`src/rtl/alu_writeback_stage_if.sv`:
```
// Result bus from the ALU into the writeback stage (valid/ready handshake).
//   master : ALU side, drives in_valid and the result payload, observes in_ready
//   slave  : writeback stage, observes the payload, drives in_ready
interface alu_writeback_stage_if #(
   parameter int unsigned DATA_WIDTH = 8,
   parameter int unsigned REG_ADDR_W = 4
);
   logic                  in_valid;
   logic                  in_ready;
   logic [DATA_WIDTH-1:0] in_result;
   logic                  in_n;
   logic                  in_v;
   logic                  in_z;
   logic [REG_ADDR_W-1:0] in_rd;

   modport master (
      output in_valid, in_result, in_n, in_v, in_z, in_rd,
      input  in_ready
   );

   modport slave (
      input  in_valid, in_result, in_n, in_v, in_z, in_rd,
      output in_ready
   );
endinterface

```
`src/rtl/alu_writeback_stage.sv`:
```
// ALU writeback stage: 2-entry skid buffer between the ALU and the register-file
// write port, status flags of the last retired entry, sticky saturation bit and
// a head-entry forwarding source.
// Optional feature macro: WB_SAT_COUNT_EN (saturating count of retired V=1 entries;
// without it sat_count is tied to 0).
// Ports:
//   clk, rst            clock, synchronous active-high reset
//   in_if (slave)       ALU result bus: in_valid/in_ready, in_result, in_n/v/z, in_rd
//   wb_ready            write port can accept a write this cycle
//   rf_we/waddr/wdata   register-file write port (head entry, qualified by wb_ready)
//   fwd_valid/rd/data   head entry as bypass candidate
//   flag_n/z/v          flags of the last retired entry
//   sat_sticky          set by any retired V=1, cleared by clr_sticky
//   clr_sticky          clears sat_sticky and sat_count
//   occupancy           entries held (0..2)
//   sat_count           retired V=1 count
module alu_writeback_stage #(
   parameter int unsigned DATA_WIDTH = 8,
   parameter int unsigned REG_ADDR_W = 4,
   parameter int unsigned SAT_CNT_W  = 8
) (
   input  logic                  clk,
   input  logic                  rst,
   alu_writeback_stage_if.slave  in_if,
   input  logic                  wb_ready,
   output logic                  rf_we,
   output logic [REG_ADDR_W-1:0] rf_waddr,
   output logic [DATA_WIDTH-1:0] rf_wdata,
   output logic                  fwd_valid,
   output logic [REG_ADDR_W-1:0] fwd_rd,
   output logic [DATA_WIDTH-1:0] fwd_data,
   output logic                  flag_n,
   output logic                  flag_z,
   output logic                  flag_v,
   output logic                  sat_sticky,
   input  logic                  clr_sticky,
   output logic [1:0]            occupancy,
   output logic [SAT_CNT_W-1:0]  sat_count
);

   typedef struct packed {
      logic [DATA_WIDTH-1:0] result;
      logic                  n;
      logic                  v;
      logic                  z;
      logic [REG_ADDR_W-1:0] rd;
   } entry_t;

   entry_t head_q;
   entry_t skid_q;
   entry_t in_entry;
   logic   head_valid_q;
   logic   skid_valid_q;
   logic   accept;
   logic   retire;
   logic   retire_sat;

   assign in_entry   = '{result: in_if.in_result, n: in_if.in_n, v: in_if.in_v,
                         z: in_if.in_z, rd: in_if.in_rd};
   // in_ready comes straight from the skid register, never from wb_ready
   assign in_if.in_ready = ~skid_valid_q;
   assign accept     = in_if.in_valid & ~skid_valid_q;
   assign retire     = head_valid_q & wb_ready;
   assign retire_sat = retire & head_q.v;

   // Skid buffer; skid is only ever occupied while head is occupied
   always_ff @(posedge clk) begin
      if (rst) begin
         head_q       <= '0;
         skid_q       <= '0;
         head_valid_q <= 1'b0;
         skid_valid_q <= 1'b0;
      end else if (skid_valid_q) begin
         if (retire) begin
            head_q       <= skid_q;
            skid_valid_q <= 1'b0;
         end
      end else if (accept && (!head_valid_q || retire)) begin
         head_q       <= in_entry;
         head_valid_q <= 1'b1;
      end else if (accept) begin
         skid_q       <= in_entry;
         skid_valid_q <= 1'b1;
      end else if (retire) begin
         head_valid_q <= 1'b0;
      end
   end

   // Flags of the last retired entry and sticky saturation (set beats clear)
   always_ff @(posedge clk) begin
      if (rst) begin
         flag_n     <= 1'b0;
         flag_z     <= 1'b0;
         flag_v     <= 1'b0;
         sat_sticky <= 1'b0;
      end else begin
         if (retire) begin
            flag_n <= head_q.n;
            flag_z <= head_q.z;
            flag_v <= head_q.v;
         end
         if (retire_sat) begin
            sat_sticky <= 1'b1;
         end else if (clr_sticky) begin
            sat_sticky <= 1'b0;
         end
      end
   end

`ifdef WB_SAT_COUNT_EN
   localparam logic [SAT_CNT_W-1:0] SAT_MAX = '1;
   logic [SAT_CNT_W-1:0] sat_count_q;

   // Saturating event counter; clear with a simultaneous event lands on 1
   always_ff @(posedge clk) begin
      if (rst) begin
         sat_count_q <= '0;
      end else if (clr_sticky) begin
         sat_count_q <= retire_sat ? SAT_CNT_W'(1) : '0;
      end else if (retire_sat && (sat_count_q != SAT_MAX)) begin
         sat_count_q <= sat_count_q + SAT_CNT_W'(1);
      end
   end

   assign sat_count = sat_count_q;
`else
   assign sat_count = '0;
`endif

   assign rf_we     = retire & (head_q.rd != '0);
   assign rf_waddr  = head_q.rd;
   assign rf_wdata  = head_q.result;
   assign fwd_valid = head_valid_q & (head_q.rd != '0);
   assign fwd_rd    = head_q.rd;
   assign fwd_data  = head_q.result;
   assign occupancy = {1'b0, head_valid_q} + {1'b0, skid_valid_q};

endmodule
```
`src/flat_wrapper.sv`:
```
// flat-port wrapper written by rule: the top's interface ports become plain ports
module alu_writeback_stage_flat 
#(
   parameter int unsigned DATA_WIDTH = 8,
   parameter int unsigned REG_ADDR_W = 4,
   parameter int unsigned SAT_CNT_W  = 8
)
  (clk, rst, wb_ready, rf_we, rf_waddr, rf_wdata, fwd_valid, fwd_rd, fwd_data, flag_n, flag_z, flag_v, sat_sticky, clr_sticky, occupancy, sat_count, in_if_in_valid, in_if_in_result, in_if_in_n, in_if_in_v, in_if_in_z, in_if_in_rd, in_if_in_ready);
  alu_writeback_stage_if #(.DATA_WIDTH(DATA_WIDTH), .REG_ADDR_W(REG_ADDR_W)) in_if_i ();
  input  logic clk;
  input  logic rst;
  input  logic wb_ready;
  output logic rf_we;
  output logic [REG_ADDR_W-1:0] rf_waddr;
  output logic [DATA_WIDTH-1:0] rf_wdata;
  output logic fwd_valid;
  output logic [REG_ADDR_W-1:0] fwd_rd;
  output logic [DATA_WIDTH-1:0] fwd_data;
  output logic flag_n;
  output logic flag_z;
  output logic flag_v;
  output logic sat_sticky;
  input  logic clr_sticky;
  output logic [1:0] occupancy;
  output logic [SAT_CNT_W-1:0] sat_count;
  input wire logic [$bits(in_if_i.in_valid)-1:0] in_if_in_valid;
  input wire logic [$bits(in_if_i.in_result)-1:0] in_if_in_result;
  input wire logic [$bits(in_if_i.in_n)-1:0] in_if_in_n;
  input wire logic [$bits(in_if_i.in_v)-1:0] in_if_in_v;
  input wire logic [$bits(in_if_i.in_z)-1:0] in_if_in_z;
  input wire logic [$bits(in_if_i.in_rd)-1:0] in_if_in_rd;
  output wire logic [$bits(in_if_i.in_ready)-1:0] in_if_in_ready;
  assign in_if_i.in_valid = in_if_in_valid;
  assign in_if_i.in_result = in_if_in_result;
  assign in_if_i.in_n = in_if_in_n;
  assign in_if_i.in_v = in_if_in_v;
  assign in_if_i.in_z = in_if_in_z;
  assign in_if_i.in_rd = in_if_in_rd;
  assign in_if_in_ready = in_if_i.in_ready;
  alu_writeback_stage #(.DATA_WIDTH(DATA_WIDTH), .REG_ADDR_W(REG_ADDR_W), .SAT_CNT_W(SAT_CNT_W)) u_core (.clk(clk), .rst(rst), .in_if(in_if_i), .wb_ready(wb_ready), .rf_we(rf_we), .rf_waddr(rf_waddr), .rf_wdata(rf_wdata), .fwd_valid(fwd_valid), .fwd_rd(fwd_rd), .fwd_data(fwd_data), .flag_n(flag_n), .flag_z(flag_z), .flag_v(flag_v), .sat_sticky(sat_sticky), .clr_sticky(clr_sticky), .occupancy(occupancy), .sat_count(sat_count));
endmodule
```
`config.mk`:
```
export PLATFORM = sky130hd
export DESIGN_NAME = alu_writeback_stage_flat
export DESIGN_NICKNAME = d
export VERILOG_FILES = /design/src/rtl/alu_writeback_stage_if.sv /design/src/rtl/alu_writeback_stage.sv /design/src/flat_wrapper.sv
export SDC_FILE = /design/constraint.sdc
export NUM_CORES = 1
export LEC_CHECK = 0
export BUFFER_PORTS_ARGS = -buffer_cell sky130_fd_sc_hd__buf_2
export CAP_MARGIN = 20
export CORE_UTILIZATION = 52
export CTS_BUF_LIST = sky130_fd_sc_hd__clkbuf_8
export DETAILED_ROUTE_END_ITERATION = 10
export PLACE_DENSITY = 0.83
export SLEW_MARGIN = 20
export SYNTH_ARGS = -nofsm -noshare
export SYNTH_HDL_FRONTEND = slang
export SYNTH_SLANG_ARGS = --single-unit
```
`constraint.sdc`:
```
create_clock -name clk -period 2.01 [get_ports clk]
set_clock_uncertainty 0.2 [all_clocks]
set_input_delay 0.3015 -clock clk [delete_from_list [all_inputs] [get_ports clk]]
set_output_delay 0.3015 -clock clk [all_outputs]
set_load 0.05 [all_outputs]
```
==> reports/qor.yml, run 1 <==
critical_path:
  max_stage_delay_ps: 440
  critical_path_class: "register to output pin"
  cp_max_fo: 4
  cp_top_family: "compound AO/OA/AOI/OAI gates"
  r2r_start: "u_core.skid_valid_q"
  r2r_slack_ps: 330
  path_cells: "o41a_1 > and2_1 > buf_2"
  worst_path_max_delay_cell: "o41a_1"
  r2r_cells: 4
  arrival_ps: 1420
  crit_buf_inv: 1
  worstReg2RegEnd: "u_core.fwd_data[2]"
  required_ps: 1510
  startpoint_type: "register"
  worst_setup_path_end_kind: "output pin"
clock_network:
  root_buffer: "clkbuf_8"
  htreeDepth: 2
  clk-insertion-delay-late_ps: 280
  cts_buffer_depth: 2
  clk_pin_slew_ps: 60
  cts_made_buffers: 5
  cts_resized: 0
  cts_tree: "yes"
  cts_sinks: 36
  post_cts_buffers: 0
  cts_hold_buffers: 0
global_routing:
  gr-usage-all-layers: 0.1715
  grt_overflow_total: 0
  grt_pass1_vias: 1072
  antenna_found_initial: 0
  grt_pass1_wl_mm: 4.664
  grt_max_degree: 52
finish:
  stdcell_count: 287
  n_antenna_cell: 0
  drive_gt1_frac: 0.3320
  area_delta_synth_final_pct: 10.53
  final_util: 0.6090
  nets: 261
  fillCellCount: 309
yosys:
  synth_seq_cells: 36
  ys_types: 24
  syn_area_mm2: 0.001853
  syn_inst: 211
  ys_warn_count: 0
  ys_seq_area_frac: 0.3889
  avgSynthCellArea_um2: 8.782
  synth_top_area_frac: 0.3889
  synth_top_cell_by_area: "dfxtp_1"
  ys_top_cells_by_area: "dfxtp_1, buf_4, mux2_2, mux2i_1, nand2_1"
die:
  ios: 61
  die_w_um: 61.70
  die_area_mm2: 0.003806
  die_h_um: 61.70
  initial_core_util: 0.5510
  fp-row-count: 21
  core_mm2: 0.003363
power_and_ir_drop:
  pwr-share-clk: 0.290
  cellLeakagePower_nw: 0.9219
  ir_drop_v: 0.0004730
  p_per_area_mw_per_mm2: 840.8
  seqPwrFrac: 0.451
  net-switching-power_mw: 0.5692
  p_int_mw: 1.153
  switching_share: 0.3305
  p_comb_frac: 0.258
detailed_routing:
  vias_per_cell: 4.770
  firstDrtPassIters: 4
  wl_per_cell_um: 11.24
  drtIter0Drc: 36
  via_count: 1369
  remaining_drc_errors: 0
  drt-total-wl_mm: 3.227
  ant_nets: 0
timing:
  fin_tns_setup_ps: 0
  setup_viol: 0
  holdWs_ps: 62.14
  fmax_mhz: 520.0
  slew_violations: 0
  period_share: 0.9568
  rsz0062_at_grt: "false"
  finalHoldViolCount: 0
  period_minus_slack_ps: 1923
status:
  status: "finished clean"
flow_run:
  drv_cap: 0
place:
  dp_cells: 279
  dp.final_hpwl_mm: 2.274
  io_buffers: 52
  gp_routability_congestion: 0.7713
hold_path:
  hold_class: "primary input to register"
  whs_path_depth: 3
  holdCritStartpoint: "in_if_in_v"
  min_to: "u_core.skid_q[5]"
## cell usage after synthesis
cell,n
a21oi_1,21
and2_1,1
and2_4,1
and4bb_1,1
buf_1,1
buf_2,1
buf_4,34
buf_6,2
clkbuf_1,4
conb_1,1
dfxtp_1,36
ha_1,1
inv_1,2
mux2_2,15
mux2i_1,15
nand2_1,38
nand2b_1,1
nand4bb_1,1
nor2_1,16
nor2b_1,15
nor3_1,1
o21ai_0,1
o22ai_4,1
o41a_1,1
## routing by layer
metal	vias up	GRT usage	wire length (um)
li1	705	-	-
met1	619	0.2186	1553
met2	38	0.2688	1473
met3	7	0.03934	132
met4	0	0.09524	68
met5	-	0	0
## power by group through the flow
stage | clock network, mW | logic (mW) | registers [mW]
floorplan | 0 | 0.414 | 0.792
global placement | 0 | 0.443 | 0.791
detailed placement | 0 | 0.445 | 0.793
CTS | 0.513 | 0.447 | 0.778
global route | 0.542 | 0.474 | 0.782
finish | 0.500 | 0.445 | 0.777
## final cells by class
class	count	area, um^2	area share
multi-input cells	138	849.6	0.4148
flip-flops and latches	36	720.7	0.3519
repair buffers	57	322.8	0.1576
clock buffers	6	82.58	0.04032
well taps	46	57.56	0.02810
clock inverters	2	7.507	0.003665
inverters	2	7.507	0.003665
## worst register-to-register path, delay by kind of cell, from the launching register on
family | cells | cell delay, ps
simple gates | 1 | 70
flops | 1 | 440
mux | 2 | 530
buf+inv | 1 | 340
## registers in the layout, summed over array words and instances (netlist names)
| register | cells |
|---|---|
| u_core.fwd_rd | 4 |
| u_core.head_q | 3 |
| u_core.sat_sticky | 1 |
| u_core.head_valid_q | 1 |
| u_core.skid_q | 15 |
| u_core.flag_n | 1 |
| u_core.flag_v | 1 |
| u_core.skid_valid_q | 1 |
| u_core.flag_z | 1 |
| u_core.fwd_data | 8 |
## cells in the final DEF, fill, tap and decap left out, types with 2 or more instances in the layout
cell type   n
a21oi_1    21
mux2i_1    15
mux2_2     15
nor2b_1    15
dfxtp_1    36
buf_4       3
buf_12      2
buf_2      52
conb_1      8
nor2_1     16
clkbuf_8    6
inv_1       4
nand2_1    38
## how the worst max path moves through the flow
stage                              startpoint                  to  slack (ps)  depth (start not counted)
after floorplan           u_core.head_valid_q               rf_we          60                          2
after global placement       u_core.fwd_rd[0]               rf_we         360                          3
after detailed placement  u_core.skid_valid_q  u_core.fwd_data[2]         350                          4
after CTS                    u_core.fwd_rd[0]               rf_we          70                          3
after global routing         u_core.fwd_rd[0]               rf_we          20                          3
final                        u_core.fwd_rd[0]               rf_we          90                          3
## per-stage QoR
stage | total power, mW | area (um^2) | setup WS [ps]
6_report | 1.722 | 2048 | 86.74
5_1_grt | 1.798 | 2048 | 20.08
4_1_cts | 1.737 | 2048 | 71.74
3_5_place_dp | 1.238 | 1958 | 351.9
3_3_place_gp | 1.235 | 1958 | 355.3
2_1_floorplan | 1.206 | 1879 | 60.69
## cell families after synthesis
group                      synth area share
buffers and inverters                0.1668
muxes                                0.1722
DFF                                  0.3889
adders and majority gates          0.006751
and+or+nand+nor                      0.1870
AOI/OAI and AO/OA                   0.07630
other                              0.002024
Note: power is estimated with default switching activity, not from simulation.
==> inputs of run 2 (changes only) <==
==> constraint.sdc (replaced) <==
create_clock -name clk -period 2.01 [get_ports clk]
set_clock_uncertainty 0.2 [all_clocks]
set_input_delay 0.201 -clock clk [delete_from_list [all_inputs] [get_ports clk]]
set_output_delay 0.201 -clock clk [all_outputs]
set_load 0.05 [all_outputs]
==> run 2 against run 1 <==
  * Critical path type unchanged
  * Sequential share of layout area is 2.2 points lower
  * Register-to-register slack is essentially flat
  * Sequential cell count unchanged
  * Clock-buffer cell count did not move
  * Global-route usage grew 1.8 points
  * Combinational power increased by 4%
  * Final cell count is 5.6% higher
  * Largest cell class unchanged
  * Highest routed layer unchanged
==> reports/qor.yml, run 2 (synthesis gave the netlist of run 1 again) <==
power_and_ir_drop:
  ir_drop_v: 0.0004324  # was 0.0004730 V
  p_comb_frac: 0.267  # was 0.258
  finalPower_mw: 1.734  # was 1.722 mW
  p_int_mw: 1.165  # was 1.153 mW
  seqPwrFrac: 0.448  # was 0.451
  p_per_area_mw_per_mm2: 794.1  # was 840.8 mW/mm^2
  pwr-share-clk: 0.286  # was 0.290
  switching_share: 0.3281  # was 0.3305
  cellLeakagePower_nw: 0.9791  # was 0.9219 nW
  net-switching-power_mw: 0.5688  # was 0.5692 mW
status:
  status: "finished clean"  # unchanged
timing:
  slew_violations: 0  # unchanged
  holdWs_ps: 32.96  # was 62.14 ps
  period_minus_slack_ps: 1804  # was 1923 ps
  fmax_mhz: 554.3  # was 520.0 MHz
  rsz0062_at_grt: "false"  # unchanged
  finalHoldViolCount: 0  # unchanged
  finalWorstSetupSlack_ps: 205.9  # was 86.74 ps
  relSlewSlack: 0.6112
  period_share: 0.8976  # was 0.9568
  setup_viol: 0  # unchanged
  worstMarginPinSlew_ps: 583.3
  fin_tns_setup_ps: 0  # unchanged
hold_path:
  holdCritStartpoint: "in_if_in_valid"  # was in_if_in_v
  min_to: "u_core.head_valid_q"  # was u_core.skid_q[5]
  hold_class: "primary input to register"  # unchanged
  whs_path_depth: 3  # unchanged
die:
  die_area_mm2: 0.003806  # unchanged
  initial_core_util: 0.5510  # unchanged
  fp-row-count: 21  # unchanged
  die_w_um: 61.70  # unchanged
  core_mm2: 0.003363  # unchanged
  ios: 61  # unchanged
  die_h_um: 61.70  # unchanged
finish:
  drive_gt1_frac: 0.3113  # was 0.3320
  n_antenna_cell: 0  # unchanged
  final_util: 0.6492  # was 0.6090
  fillCellCount: 284  # was 309
  nets: 277  # was 261
  top_register: "u_core.skid_q"  # unchanged
  mostFrequentLayoutCell: "buf_2"  # unchanged
  final_area_mm2: 0.002183  # was 0.002048 mm^2
  largest_reg_flops: 15  # unchanged
  regArea_um2: 720.7  # unchanged
  area_delta_synth_final_pct: 17.83  # was 10.53%
  stdcell_count: 303  # was 287
  multi_input_area_um2: 849.6  # unchanged
  final_cell_mix: "buf_2, nand2_1, dfxtp_1, a21oi_1"  # was buf_2, nand2_1, dfxtp_1, a21oi_1, nor2_1
clock_network:
  post_cts_buffers: 0  # unchanged
  root_buffer: "clkbuf_8"  # unchanged
  cts_tree: "yes"  # unchanged
  htreeDepth: 2  # unchanged
  cts_resized: 0  # unchanged
  cts_made_buffers: 5  # unchanged
  clk-insertion-delay-late_ps: 280  # about the same
  cts_buffer_depth: 2  # unchanged
  cts_sinks: 36  # unchanged
  clk_pin_slew_ps: 70  # was 60 ps
detailed_routing:
  ant_nets: 0  # unchanged
  vias_per_cell: 4.818  # was 4.770
  via_count: 1460  # was 1369
  firstDrtPassIters: 4  # unchanged
  drtIter0Drc: 32  # was 36
  remaining_drc_errors: 0  # unchanged
  wl_per_cell_um: 11.29  # was 11.24 um
  drt-total-wl_mm: 3.422  # was 3.227 mm
global_routing:
  antenna_found_initial: 0  # unchanged
  grt_pass1_vias: 1177  # was 1072
  grt_pass1_wl_mm: 5.250  # was 4.664 mm
  gr-usage-all-layers: 0.1896  # was 0.1715
  grt_overflow_total: 0  # unchanged
  grt_max_degree: 37  # was 52
place:
  dp.final_hpwl_mm: 2.350  # was 2.274 mm
  place_area_mm2: 0.001933  # was 0.001958 mm^2
  io_buffers: 52  # unchanged
  pre_cts_ws_ps: 377.6  # was 351.9 ps
  gp_routability_congestion: 0.7175  # was 0.7713
  dp_cells: 279  # unchanged
critical_path:
  arrival_ps: 1400  # was 1420 ps
  path_cells: "o41a_1 > and2_1 > buf_2"  # unchanged
  max_stage_delay_ps: 430  # was 440 ps
  crit_buf_inv: 1  # unchanged
  r2r_cells: 4  # unchanged
  worstReg2RegEnd: "u_core.skid_q[0]"  # was u_core.fwd_data[2]
  startpoint_type: "register"  # unchanged
  worst_setup_path_end_kind: "output pin"  # unchanged
  cp_top_family: "compound AO/OA/AOI/OAI gates"  # unchanged
  worst_path_max_delay_cell: "o41a_1"  # unchanged
  cp_max_fo: 4  # unchanged
  critical_path_class: "register to output pin"  # unchanged
  r2r_start: "u_core.skid_valid_q"  # unchanged
  r2r_slack_ps: 340  # was 330 ps
  required_ps: 1610  # was 1510 ps
flow_run:
  drv_cap: 0  # unchanged
[run 2: power groups by stage]
stage	registers, mW	clock network [mW]	logic [mW]
after floorplan	0.792	0	0.414
after global placement	0.790	0	0.436
after detailed placement	0.791	0	0.439
after CTS	0.776	0.507	0.463
after global routing	0.781	0.532	0.494
final	0.776	0.495	0.463
[run 2: worst reg2reg max path, stage by stage, from the launching register on]
cell and delay, ps:
dfxtp_1 320, buf_4 170, and4bb_1 630, nand2_1 120
a21oi_1 150
[run 2: how the worst max path moves through the flow]
stage                        startpoint                  to  cells after the start
floorplan           u_core.head_valid_q               rf_we                      2
global placement    u_core.skid_valid_q  u_core.fwd_data[0]                      5
detailed placement  u_core.skid_valid_q   u_core.skid_q[10]                      4
CTS                    u_core.fwd_rd[0]               rf_we                      3
global route           u_core.fwd_rd[0]               rf_we                      3
finish                 u_core.fwd_rd[0]               rf_we                      3
[run 2: layer usage]
| metal | vias up | part of all wire | GRT usage |
|---|---|---|---|
| met5 | - | 0 | 0 |
| met4 | 0 | 0.015 | 0.08571 |
| met3 | 5 | 0.040 | 0.03106 |
| met2 | 40 | 0.47 | 0.2873 |
| met1 | 680 | 0.48 | 0.2658 |
| li1 | 735 | - | - |
[run 2: layout make-up]
cell class,instances,area share
multi-input cells,138,0.3891
repair buffers,73,0.2097
clock inverters,2,0.003438
clock buffers,6,0.03782
inverters,2,0.003438
flip-flops and latches,36,0.3301
well taps,46,0.02636
[run 2: repair_timing]
action / 4_1_cts / 5_1_grt
hold endpoints to repair: 16 / 0
hold buffers: 16 / 0
setup endpoints to repair: 0 / 0
==> inputs of run 3 (changes only) <==
==> constraint.sdc (replaced) <==
create_clock -name clk -period 2.01 [get_ports clk]
set_clock_uncertainty 0.2 [all_clocks]
set_input_delay 0.1005 -clock clk [delete_from_list [all_inputs] [get_ports clk]]
set_output_delay 0.1005 -clock clk [all_outputs]
set_load 0.05 [all_outputs]
==> run 3 against run 2 <==
  * Hold slack got worse by 4.7 ps
  * Via count fell by 2.7%
  * Sequential power barely moved
  * Setup slack improved by 91 ps
  * Sequential cell count did not move
  * Critical path type unchanged
  * Critical endpoint unchanged
  * Largest cell class unchanged
==> reports/qor.yml, run 3 (synthesis gave the netlist of run 1 again) <==
detailed_routing:
  ant_nets: 0  # unchanged
  firstDrtPassIters: 4  # unchanged
  drtIter0Drc: 59  # was 32
  via_count: 1420  # was 1460
  wl_per_cell_um: 11.13  # was 11.29 um
  vias_per_cell: 4.686  # was 4.818
  remaining_drc_errors: 0  # unchanged
  drt-total-wl_mm: 3.372  # was 3.422 mm
finish:
  mostFrequentLayoutCell: "buf_2"  # unchanged
  stdcell_count: 303  # unchanged
  final_area_mm2: 0.002186  # was 0.002183 mm^2
  largest_reg_flops: 15  # unchanged
  nets: 277  # unchanged
  drive_gt1_frac: 0.3074  # was 0.3113
  final_util: 0.6499  # was 0.6492
  final_cell_mix: "buf_2, nand2_1, dfxtp_1, a21oi_1, dlygate4sd3_1"  # was buf_2, nand2_1, dfxtp_1, a21oi_1
  top_register: "u_core.skid_q"  # unchanged
  n_antenna_cell: 0  # unchanged
  area_delta_synth_final_pct: 17.96  # was 17.83%
critical_path:
  critical_path_class: "register to output pin"  # unchanged
  r2r_start: "u_core.head_valid_q"  # was u_core.skid_valid_q
  r2r_cells: 3  # was 4
  arrival_ps: 1410  # was 1400 ps
  worstReg2RegEnd: "u_core.fwd_data[3]"  # was u_core.skid_q[0]
  cp_max_fo: 4  # unchanged
  required_ps: 1710  # was 1610 ps
  worst_setup_path_end_kind: "output pin"  # unchanged
  r2r_slack_ps: 300  # was 340 ps
  startpoint_type: "register"  # unchanged
die:
  die_h_um: 61.70  # unchanged
  die_w_um: 61.70  # unchanged
  die_area_mm2: 0.003806  # unchanged
  fp-row-count: 21  # unchanged
  ios: 61  # unchanged
  core_mm2: 0.003363  # unchanged
  initial_core_util: 0.5510  # unchanged
timing:
  rsz0062_at_grt: "false"  # unchanged
  period_share: 0.8524  # was 0.8976
  holdWs_ps: 28.28  # was 32.96 ps
  finalWorstSetupSlack_ps: 296.8  # was 205.9 ps
  finalHoldViolCount: 0  # unchanged
  fin_tns_setup_ps: 0  # unchanged
  period_minus_slack_ps: 1713  # was 1804 ps
  worstMarginPinSlew_ps: 617.7  # was 583.3 ps
  fmax_mhz: 583.7  # was 554.3 MHz
  setup_viol: 0  # unchanged
  relSlewSlack: 0.5882  # was 0.6112
  slew_violations: 0  # unchanged
clock_network:
  cts_buffer_depth: 2  # unchanged
  post_cts_buffers: 0  # unchanged
  root_buffer: "clkbuf_8"  # unchanged
  clk-insertion-delay-late_ps: 280  # about the same
  cts_made_buffers: 5  # unchanged
  cts_tree: "yes"  # unchanged
  clk_pin_slew_ps: 70  # about the same
  cts_sinks: 36  # unchanged
  htreeDepth: 2  # unchanged
place:
  dp_cells: 278  # was 279
  pre_cts_ws_ps: 306.3  # was 377.6 ps
  io_buffers: 52  # unchanged
  place_area_mm2: 0.001926  # was 0.001933 mm^2
  dp.final_hpwl_mm: 2.292  # was 2.350 mm
  gp_routability_congestion: 0.7178  # was 0.7175
power_and_ir_drop:
  switching_share: 0.3312  # was 0.3281
  finalPower_mw: 1.741  # was 1.734 mW
  p_comb_frac: 0.265  # was 0.267
  p_int_mw: 1.164  # was 1.165 mW
  net-switching-power_mw: 0.5765  # was 0.5688 mW
  p_per_area_mw_per_mm2: 796.4  # was 794.1 mW/mm^2
  pwr-share-clk: 0.290  # was 0.286
  cellLeakagePower_nw: 0.9786  # was 0.9791 nW
  seqPwrFrac: 0.446  # was 0.448
  ir_drop_v: 0.0005541  # was 0.0004324 V
status:
  status: "finished clean"  # unchanged
global_routing:
  gr-usage-all-layers: 0.1866  # was 0.1896
  grt_max_degree: 38  # was 37
  antenna_found_initial: 0  # unchanged
  grt_overflow_total: 0  # unchanged
  grt_pass1_wl_mm: 5.050  # was 5.250 mm
  grt_pass1_vias: 1089  # was 1177
hold_path:
  whs_path_depth: 4  # was 3
  min_to: "u_core.head_valid_q"  # unchanged
  hold_class: "primary input to register"  # unchanged
  holdCritStartpoint: "wb_ready"  # was in_if_in_valid
flow_run:
  drv_cap: 0  # unchanged
-- run 3: final cells by class --
type	count	area, um^2
clock buffers	6	82.58
multi-input cells	138	849.6
well taps	46	57.56
inverters	2	7.507
clock inverters	2	7.507
flip-flops and latches	36	720.7
repair buffers	73	460.4
fillers	273	1177
-- run 3: critical path, stage by stage (launching register included) --
cell	delay (ps)
dfxtp_1	340
o41a_1	430
and2_1	160
buf_2	200
-- run 3: layer usage --
layer  up-vias  GRT usage  share of wire
li1        739          -              -
met1       637     0.2645           0.49
met2        42     0.2596           0.45
met3         2    0.05797          0.045
met4         0    0.08254         0.0077
met5         -          0              0
-- run 3: repair_timing --
item,in CTS,in global routing
hold buffers,17,0
endpoints found under the hold margin,19,0
gates resized for setup,0,0
-- run 3: power by group through the flow --
| stage | registers, mW | logic (mW) | clock network, mW |
|---|---|---|---|
| 2_1_floorplan | 0.792 | 0.414 | 0 |
| 3_3_place_gp | 0.790 | 0.433 | 0 |
| 3_5_place_dp | 0.791 | 0.434 | 0 |
| 4_1_cts | 0.775 | 0.460 | 0.520 |
| 5_1_grt | 0.780 | 0.491 | 0.557 |
| 6_report | 0.776 | 0.461 | 0.504 |
-- run 3: how the worst max path moves through the flow --
stage	start	endpoint	slack [ps]	depth (start not counted)
CTS	u_core.fwd_rd[0]	rf_we	290	3
floorplan	u_core.head_valid_q	rf_we	260	2
global placement	u_core.head_valid_q	u_core.fwd_data[2]	340	3
global route	u_core.head_valid_q	u_core.fwd_data[4]	200	3
finish	u_core.fwd_rd[0]	rf_we	300	3
detailed placement	u_core.head_valid_q	u_core.fwd_data[3]	310	3
